[src/rtl/uart_tx_arbiter_pkg.sv]
// Shared UART definitions: arbiter state encoding and default baud divisor.
package uart_tx_arbiter_pkg;

    localparam int CLKS_PER_BIT_115200 = 434;

    typedef enum logic {
        IDLE   = 1'b0,
        LOCKED = 1'b1
    } arb_state_t;

endpackage

[src/rtl/uart_tx_arbiter_rr_select.sv]
// Combinational round-robin pick: first asserted request at or after ptr, wrapping modulo N.
module rr_select #(
    parameter int N  = 3,
    parameter int IW = (N > 1) ? $clog2(N) : 1
) (
    input  logic [N-1:0]  req,
    input  logic [IW-1:0] ptr,
    output logic [IW-1:0] idx,
    output logic          any_req
);

    int            cand;
    logic [IW-1:0] cidx;

    // Walk offsets from farthest to nearest so the nearest asserted request wins.
    always_comb begin
        idx     = '0;
        any_req = |req;
        cand    = 0;
        cidx    = '0;
        for (int off = N - 1; off >= 0; off--) begin
            cand = int'(ptr) + off;
            if (cand >= N) begin
                cand = cand - N;
            end
            cidx = IW'(cand);
            if (req[cidx]) begin
                idx = cidx;
            end
        end
    end

endmodule

[src/rtl/uart_tx_arbiter.sv]
// Shares one uart_tx among NUM_REQ message sources; a granted source owns the link until its
// last byte or until it stalls for TIMEOUT_CYCLES cycles. One cycle of arbitration latency.
module uart_tx_arbiter
    import uart_tx_arbiter_pkg::*;
#(
    parameter int NUM_REQ        = 3,
    parameter int BITS_N         = 8,
    parameter int TIMEOUT_CYCLES = 4340,
    localparam int IW            = (NUM_REQ > 1) ? $clog2(NUM_REQ) : 1,
    localparam int SW            = $clog2(TIMEOUT_CYCLES + 1)
) (
    input  logic                            clk,
    input  logic                            rst,
    input  logic [NUM_REQ-1:0][BITS_N-1:0]  req_data,
    input  logic [NUM_REQ-1:0]              req_valid,
    input  logic [NUM_REQ-1:0]              req_last,
    output logic [NUM_REQ-1:0]              req_ready,
    output logic [BITS_N-1:0]               tx_data,
    output logic                            tx_valid,
    input  logic                            tx_ready,
    output logic [IW-1:0]                   grant_id,
    output logic                            busy,
    output logic                            timeout_err
);

    arb_state_t    state_q, state_d;
    logic [IW-1:0] grant_q, grant_d;
    logic [IW-1:0] rr_q, rr_d;
    logic [SW-1:0] stall_q, stall_d;
    logic          terr_q, terr_d;

    logic [IW-1:0] sel_idx;
    logic          any_req;
    logic          active;
    logic          g_valid;
    logic          g_last;
    logic [IW-1:0] g_next;

    rr_select #(.N(NUM_REQ), .IW(IW)) u_rr_select (
        .req     (req_valid),
        .ptr     (rr_q),
        .idx     (sel_idx),
        .any_req (any_req)
    );

    // Gating with rst keeps a byte offered during the reset cycle from being accepted.
    assign active   = (state_q == LOCKED) && !rst;
    assign g_valid  = req_valid[grant_q];
    assign g_last   = req_last[grant_q];
    assign g_next   = (grant_q == IW'(NUM_REQ - 1)) ? '0 : grant_q + 1'b1;

    assign busy        = (state_q == LOCKED);
    assign grant_id    = grant_q;
    assign timeout_err = terr_q;

    always_comb begin
        tx_data   = '0;
        tx_valid  = 1'b0;
        req_ready = '0;
        if (active) begin
            tx_data            = req_data[grant_q];
            tx_valid           = g_valid;
            req_ready[grant_q] = tx_ready;
        end
    end

    always_comb begin
        state_d = state_q;
        grant_d = grant_q;
        rr_d    = rr_q;
        stall_d = stall_q;
        terr_d  = 1'b0;
        case (state_q)
            IDLE: begin
                if (any_req) begin
                    grant_d = sel_idx;
                    stall_d = '0;
                    state_d = LOCKED;
                end
            end
            LOCKED: begin
                // Backpressure with valid high is not a stall; only a silent owner times out.
                if (g_valid) begin
                    stall_d = '0;
                    if (tx_ready && g_last) begin
                        state_d = IDLE;
                        rr_d    = g_next;
                    end
                end else if (stall_q == SW'(TIMEOUT_CYCLES - 1)) begin
                    state_d = IDLE;
                    rr_d    = g_next;
                    stall_d = '0;
                    terr_d  = 1'b1;
                end else begin
                    stall_d = stall_q + 1'b1;
                end
            end
            default: state_d = IDLE;
        endcase
    end

    always_ff @(posedge clk) begin
        if (rst) begin
            state_q <= IDLE;
            grant_q <= '0;
            rr_q    <= '0;
            stall_q <= '0;
            terr_q  <= 1'b0;
        end else begin
            state_q <= state_d;
            grant_q <= grant_d;
            rr_q    <= rr_d;
            stall_q <= stall_d;
            terr_q  <= terr_d;
        end
    end

endmodule

[config.mk]
export PLATFORM = sky130hd
export DESIGN_NAME = uart_tx_arbiter
export DESIGN_NICKNAME = d
export VERILOG_FILES = /design/src/rtl/uart_tx_arbiter_pkg.sv /design/src/rtl/uart_tx_arbiter_rr_select.sv /design/src/rtl/uart_tx_arbiter.sv
export SDC_FILE = /design/constraint.sdc
export NUM_CORES = 1
export LEC_CHECK = 0
export BUFFER_PORTS_ARGS = -buffer_cell sky130_fd_sc_hd__clkbuf_2
export CAP_MARGIN = 5
export CORE_MARGIN = 1
export CORE_UTILIZATION = 23
export CTS_CLUSTER_DIAMETER = 120
export CTS_CLUSTER_SIZE = 10
export DETAILED_ROUTE_END_ITERATION = 6
export PLACE_DENSITY = 0.47
export SLEW_MARGIN = 20
export SYNTH_ARGS = -nofsm -noshare
export SYNTH_HDL_FRONTEND = slang
export SYNTH_SLANG_ARGS = --single-unit
[constraint.sdc]
create_clock -name clk -period 2.2 [get_ports clk]
set_input_delay 0.11 -clock clk [delete_from_list [all_inputs] [get_ports clk]]
set_output_delay 0.11 -clock clk [all_outputs]
set_load 0.005 [all_outputs]
---- Word level (Yosys, flattened, before mapping) ----
Cells that the tools add are included.
word-level totals
  logic and storage cells ................. 72
  input bits .............................. 33
  flip-flop bits (word level) ............. 19
  output and inout bits ................... 16
operators by class
  bitwise operators ....................... 2
  multiplexer cells ....................... 37
  equal/unequal tests ..................... 4
  add/sub/neg operators ................... 7
  $lt $le $gt $ge ......................... 8
  reductions and logical operators ........ 9
operators with widths
  cell                     number
  $mux W13                 3
  $pmux W13 S2             1
  $mux W2                  10
  $bmux W8 S2              1
  $mux W8                  2
  $add A13 B1 Y13 const B  1
  $eq A13 B13 Y1 const B   1
  $lt A2 B3 Y1 const B     4
  $mux W1                  12
  $bmux W1 S2              5
  $ge A3 B2 Y1 const B     2
  $reduce_or A3 Y1         2
  $sub A2 B1 Y2 const B    2
  $add A2 B1 Y3 const B    1
  $add A2 B2 Y3 const B    1
  $and A3 B3 Y3            1
  $logic_and A1 B1 Y1      3
  $mux W3                  1
  $reduce_and A3 Y1        1
  $add A2 B1 Y2 const B    1
  $demux W1 S2             1
  $eq A2 B2 Y1 const B     1
  $ge A2 B1 Y1 const B     1
  $ge A2 B2 Y1 const B     1
  other kinds (8)          8

---- Longest topological paths before layout ----
  depth in word-level cells ............... 8
  gate-level depth with buffers ........... 7
  gate-level depth less buffers ........... 7

---- Hierarchy ----
Synthesis repeated with hierarchy kept, for this count alone.
second synthesis, totals
  cells, all modules ...................... 178
  area total of the unflattened synthesis .. 1380.1 µm²
modules (own cells, without submodules)
  module           cells an instance  seq. area each (µm²)  area an instance (µm²)  times used
  uart_tx_arbiter  158                380.4                 1229.9                  1
  rr_select        20                 0.0                   150.1                   1

---- Least setup slack after synthesis ----
Ideal clock, no wire load.
  path type ............................... register to register
  from .................................... reg stall_q[9]
  to ...................................... reg rr_q[0]
  arrival ................................. 1.717 ns
  cell stages (with the launch flop) ...... 6
  path buffers ............................ 0
  period minus slack after synthesis ...... 1.840 ns
  slack ................................... 0.360 ns
  setup time .............................. 0.123 ns
  required time ........................... 2.077 ns
  cell sequence ........................... dfxtp_1 -> or4_4 -> nor4_4 -> nand2_2 -> a21boi_2 -> mux2_1
between the ends
  cells in the longest elaborated chain, start to end .. 3
ends and longest elaborated chain
  element                              line                    source
  start: declaration                   uart_tx_arbiter.sv:29   logic [SW-1:0] stall_q, stall_d;
  start signal: assignment             uart_tx_arbiter.sv:113  stall_q <= stall_d;
  $eq A13 B13 Y1                       uart_tx_arbiter.sv:89   end else if (stall_q == SW'(TIMEOUT_CYCLES - 1)) begin
  $reduce_bool A2 Y1 (no source line)  -
  $reduce_and A3 Y1 (no source line)   -
  end signal: assignment               uart_tx_arbiter.sv:112  rr_q <= rr_d;
  end: declaration                     uart_tx_arbiter.sv:28   logic [IW-1:0] rr_q, rr_d;
Every way passes these cells.
A chain may end at the register's enable or synchronous reset.

---- Worst setup path after layout ----
  from .................................... reg stall_q[10]
  to ...................................... reg rr_q[0]
The elaborated chain is that of the path after synthesis.

==> impl_results.md <==
* Outcome: completed
* DRC at 0
* Max Freq at 490 MHz
* Die area at ~0.0061 mm²
* Number of flops mapped to enable cells by yosys at 0
* Die width at 78.0 µm
* Final-report hold violation count at 0
* Setup Skew at 0.00235 ns
* Non-Filler Instances at 299
* Final period demand of the worst path at 2.04 ns
* Vias per inst at ~4.8
* Crit Path Class: flop to flop
* Port buffer count at 48
* Clk slew on worst S/H paths at 0.07 ns
* Synthesis-stage register bit count at 19
* Fraction of layout cells with a size suffix above 1 at 28.6%
* Initial antenna violation count at 0
* CTS Buf Count at 3
* RSZ-0062 raised after global routing: no
* FP Rows at 27
* GR Layer Usage met3 at 2.79%
* Mapped Cells at 175
* DRT Wirelength at roughly 3.5 mm
* Worst min-delay path class: input pin to flop
* CTS max path bufs at 2
* Core box area at 0.00554 mm²
* Final period util at 92.8%
* Placed cells at approximately 300
* Power per cell area at ~450 mW/mm²
* Critical Path RT at ~2.4 ns
* Slowest stage delay, CP at 0.54 ns
* Clock latency on the worst-skew pair at 0.26 ns
* Critical-path cell list: or4_4, nor4_4, nand2_2, a21boi_2, mux2_1
* # setup viols final at 0
* GRT Util Overall at 11.9%
* Synth Flop Type: dfxtp_1
* Setup_tns at 0 ns
* Grt ovf at 0
* Area Overhead vs Synth at 30.5%
* WL/cell at 11.8 µm
* WP data arrival at ~2.2 ns
* GPL Wtd Cong at 0.712
* Vias at 1,428
* CP Max Fanout at 6
* Pre-antenna DRT Iters at 4
* Detailed Place HPWL at between 2 and 3 mm
* Mapped Area at 0.00133 mm²
* CP max-delay cell: or4_4
* Max-Cap Viols at 0
* Post-synth ARST share at 0%
* I/O pins at 49
* Yosys warns at 0
* N_diodes at 0
* Unique masters post-synth at 42
* Met1 Use GR at 16.0%
* Worst VDD drop at 0.224 mV
* Worst-margin pin slew at a little over 0.6 ns
* Largest net degree at the start of global routing at 19
* Busiest grt layer: met2
* Vias in the first global route at ~1,300
* Initial drt markers at 71
* Max-slew headroom at 58.8%
* Syn avg cell area at about 7.6 µm²
* Post-synth top area cell: dfxtp_1
* Global-route wire length before repair at 5.98 mm
* Post-CTS Setup Inserts at 0
* Syn_nets at 212
* H-tree depth at 1
* Root Buffer: clkbuf_8
* CTS Hold Buffers Added at 0
* Final Max Tran Viols at 0
* WHS at 0.154 ns
* Nets at 265
* Sequential element share of the synthesized area at 28.6%
* Clk sinks at 19
* ANT nets after route at 0
* Critical path launch point type: flop
* Initial Utilization at roughly 24%
* GR Util met2 at between 10% and 20%
* Top cells by area, synth: dfxtp_1 29%, mux2i_1 9.0%, nor2_1 7.9%, a21oi_1 6.0%, o21ai_0 4.1%
* CP Capture Type: flop
* Die H at a little under 80 µm
* TritonCTS clock tree: done
* Leak at 0.000684 µW
* Share of the synthesized area in the top cell type at 28.6%
cells by family (layout without fill, tap and decap cells):
kind of cell               Yosys count  count (layout)  share of synthesized area, %
xor gates and xnor gates             2               2                          1.32
buffers and inverters               11              63                          3.57
and+or+nand+nor                     80              80                          31.2
AOI/OAI and AO/OA                   46              46                          21.6
adders and majority gates            4               4                          3.76
muxes                               13              13                          9.88
DFF                                 19              19                          28.6
final timing paths:
path / start / endpoint / slack (ns) / cells past startpoint
min reg2reg: stall_q[5] / stall_q[5] / 0.47 / 1
max: stall_q[10] / rr_q[0] / 0.16 / 5
min: req_valid[1] / grant_id[0] / 0.15 / 3
max reg2reg: stall_q[10] / rr_q[0] / 0.16 / 5
cells in the final DEF, fill, tap and decap left out, types with 2 or more instances in the layout:
master	count
clkbuf_2	48
nor2_1	28
dfxtp_1	19
a21oi_1	16
nand2_1	14
mux2i_1	12
o21ai_0	11
nand3_1	8
buf_4	8
nand2b_1	6
nor3_1	5
a31oi_1	5
nor4_1	4
ha_1	4
nor2b_1	3
inv_1	3
clkbuf_8	3
nor3b_1	2
xnor2_1	2
a22o_1	2
nand3b_1	2
a41oi_1	2
critical path: cells and delay by family (launching register included):
kind / cells / cell delay [ns]
compound gates: 1 / 0.23
flops: 1 / 0.37
mux: 1 / 0.34
simple gates: 3 / 1.01
state kept, by name, summed over array words and instances (netlist names):
| signal | flops |
|---|---|
| timeout_err | 1 |
| grant_id | 2 |
| busy | 1 |
| stall_q | 13 |
| rr_q | 2 |
cell type report:
class | count | area, µm²
multi-input combinational | 145 | 908
inverter | 3 | 11.3
fill | 625 | 3800
timing repair buffer | 56 | 300
clock buffer | 4 | 45.0
sequential | 19 | 380
tap | 72 | 90.1
stage by stage:
stage | area [µm²] | total power, µW | util [%] | setup slack [ns]
floorplan | 1330 | 468 | - | 0.360
global placement | 1680 | 544 | 30.4 | 0.159
detailed placement | 1680 | 543 | 30.4 | 0.0989
CTS | 1730 | 797 | 31.2 | 0.0776
global route | 1740 | 841 | 31.3 | 0.0325
finish | 1740 | 788 | 31.3 | 0.159
cell usage after synthesis (all sizes together), types with 5 or more instances:
library cell,count
nand2,15
mux2i,12
nor3,6
dfxtp,19
a21oi,16
nor2,28
a31oi,5
nand3,8
nor4,5
o21ai,11
nand2b,6
layer usage:
layer	wire (µm)	vias up	part of all wire [%]
met3	92	2	2.6
met5	0	-	0
li1	-	745	-
met4	26	0	0.74
met2	1670	18	47
met1	1740	663	49
power by group:
| part | switching [µW] | internal, µW |
|---|---|---|
| registers | 4.95 | 350 |
| clock network | 122 | 129 |
| logic | 95.5 | 86.1 |
| total | 223 | 565 |
what timing repair did:
item	CTS	global route
gates resized for setup	0	1
endpoints found under the setup margin	0	7
hold endpoints to repair	0	0
No activity file was read; power rests on OpenSTA's default activity.
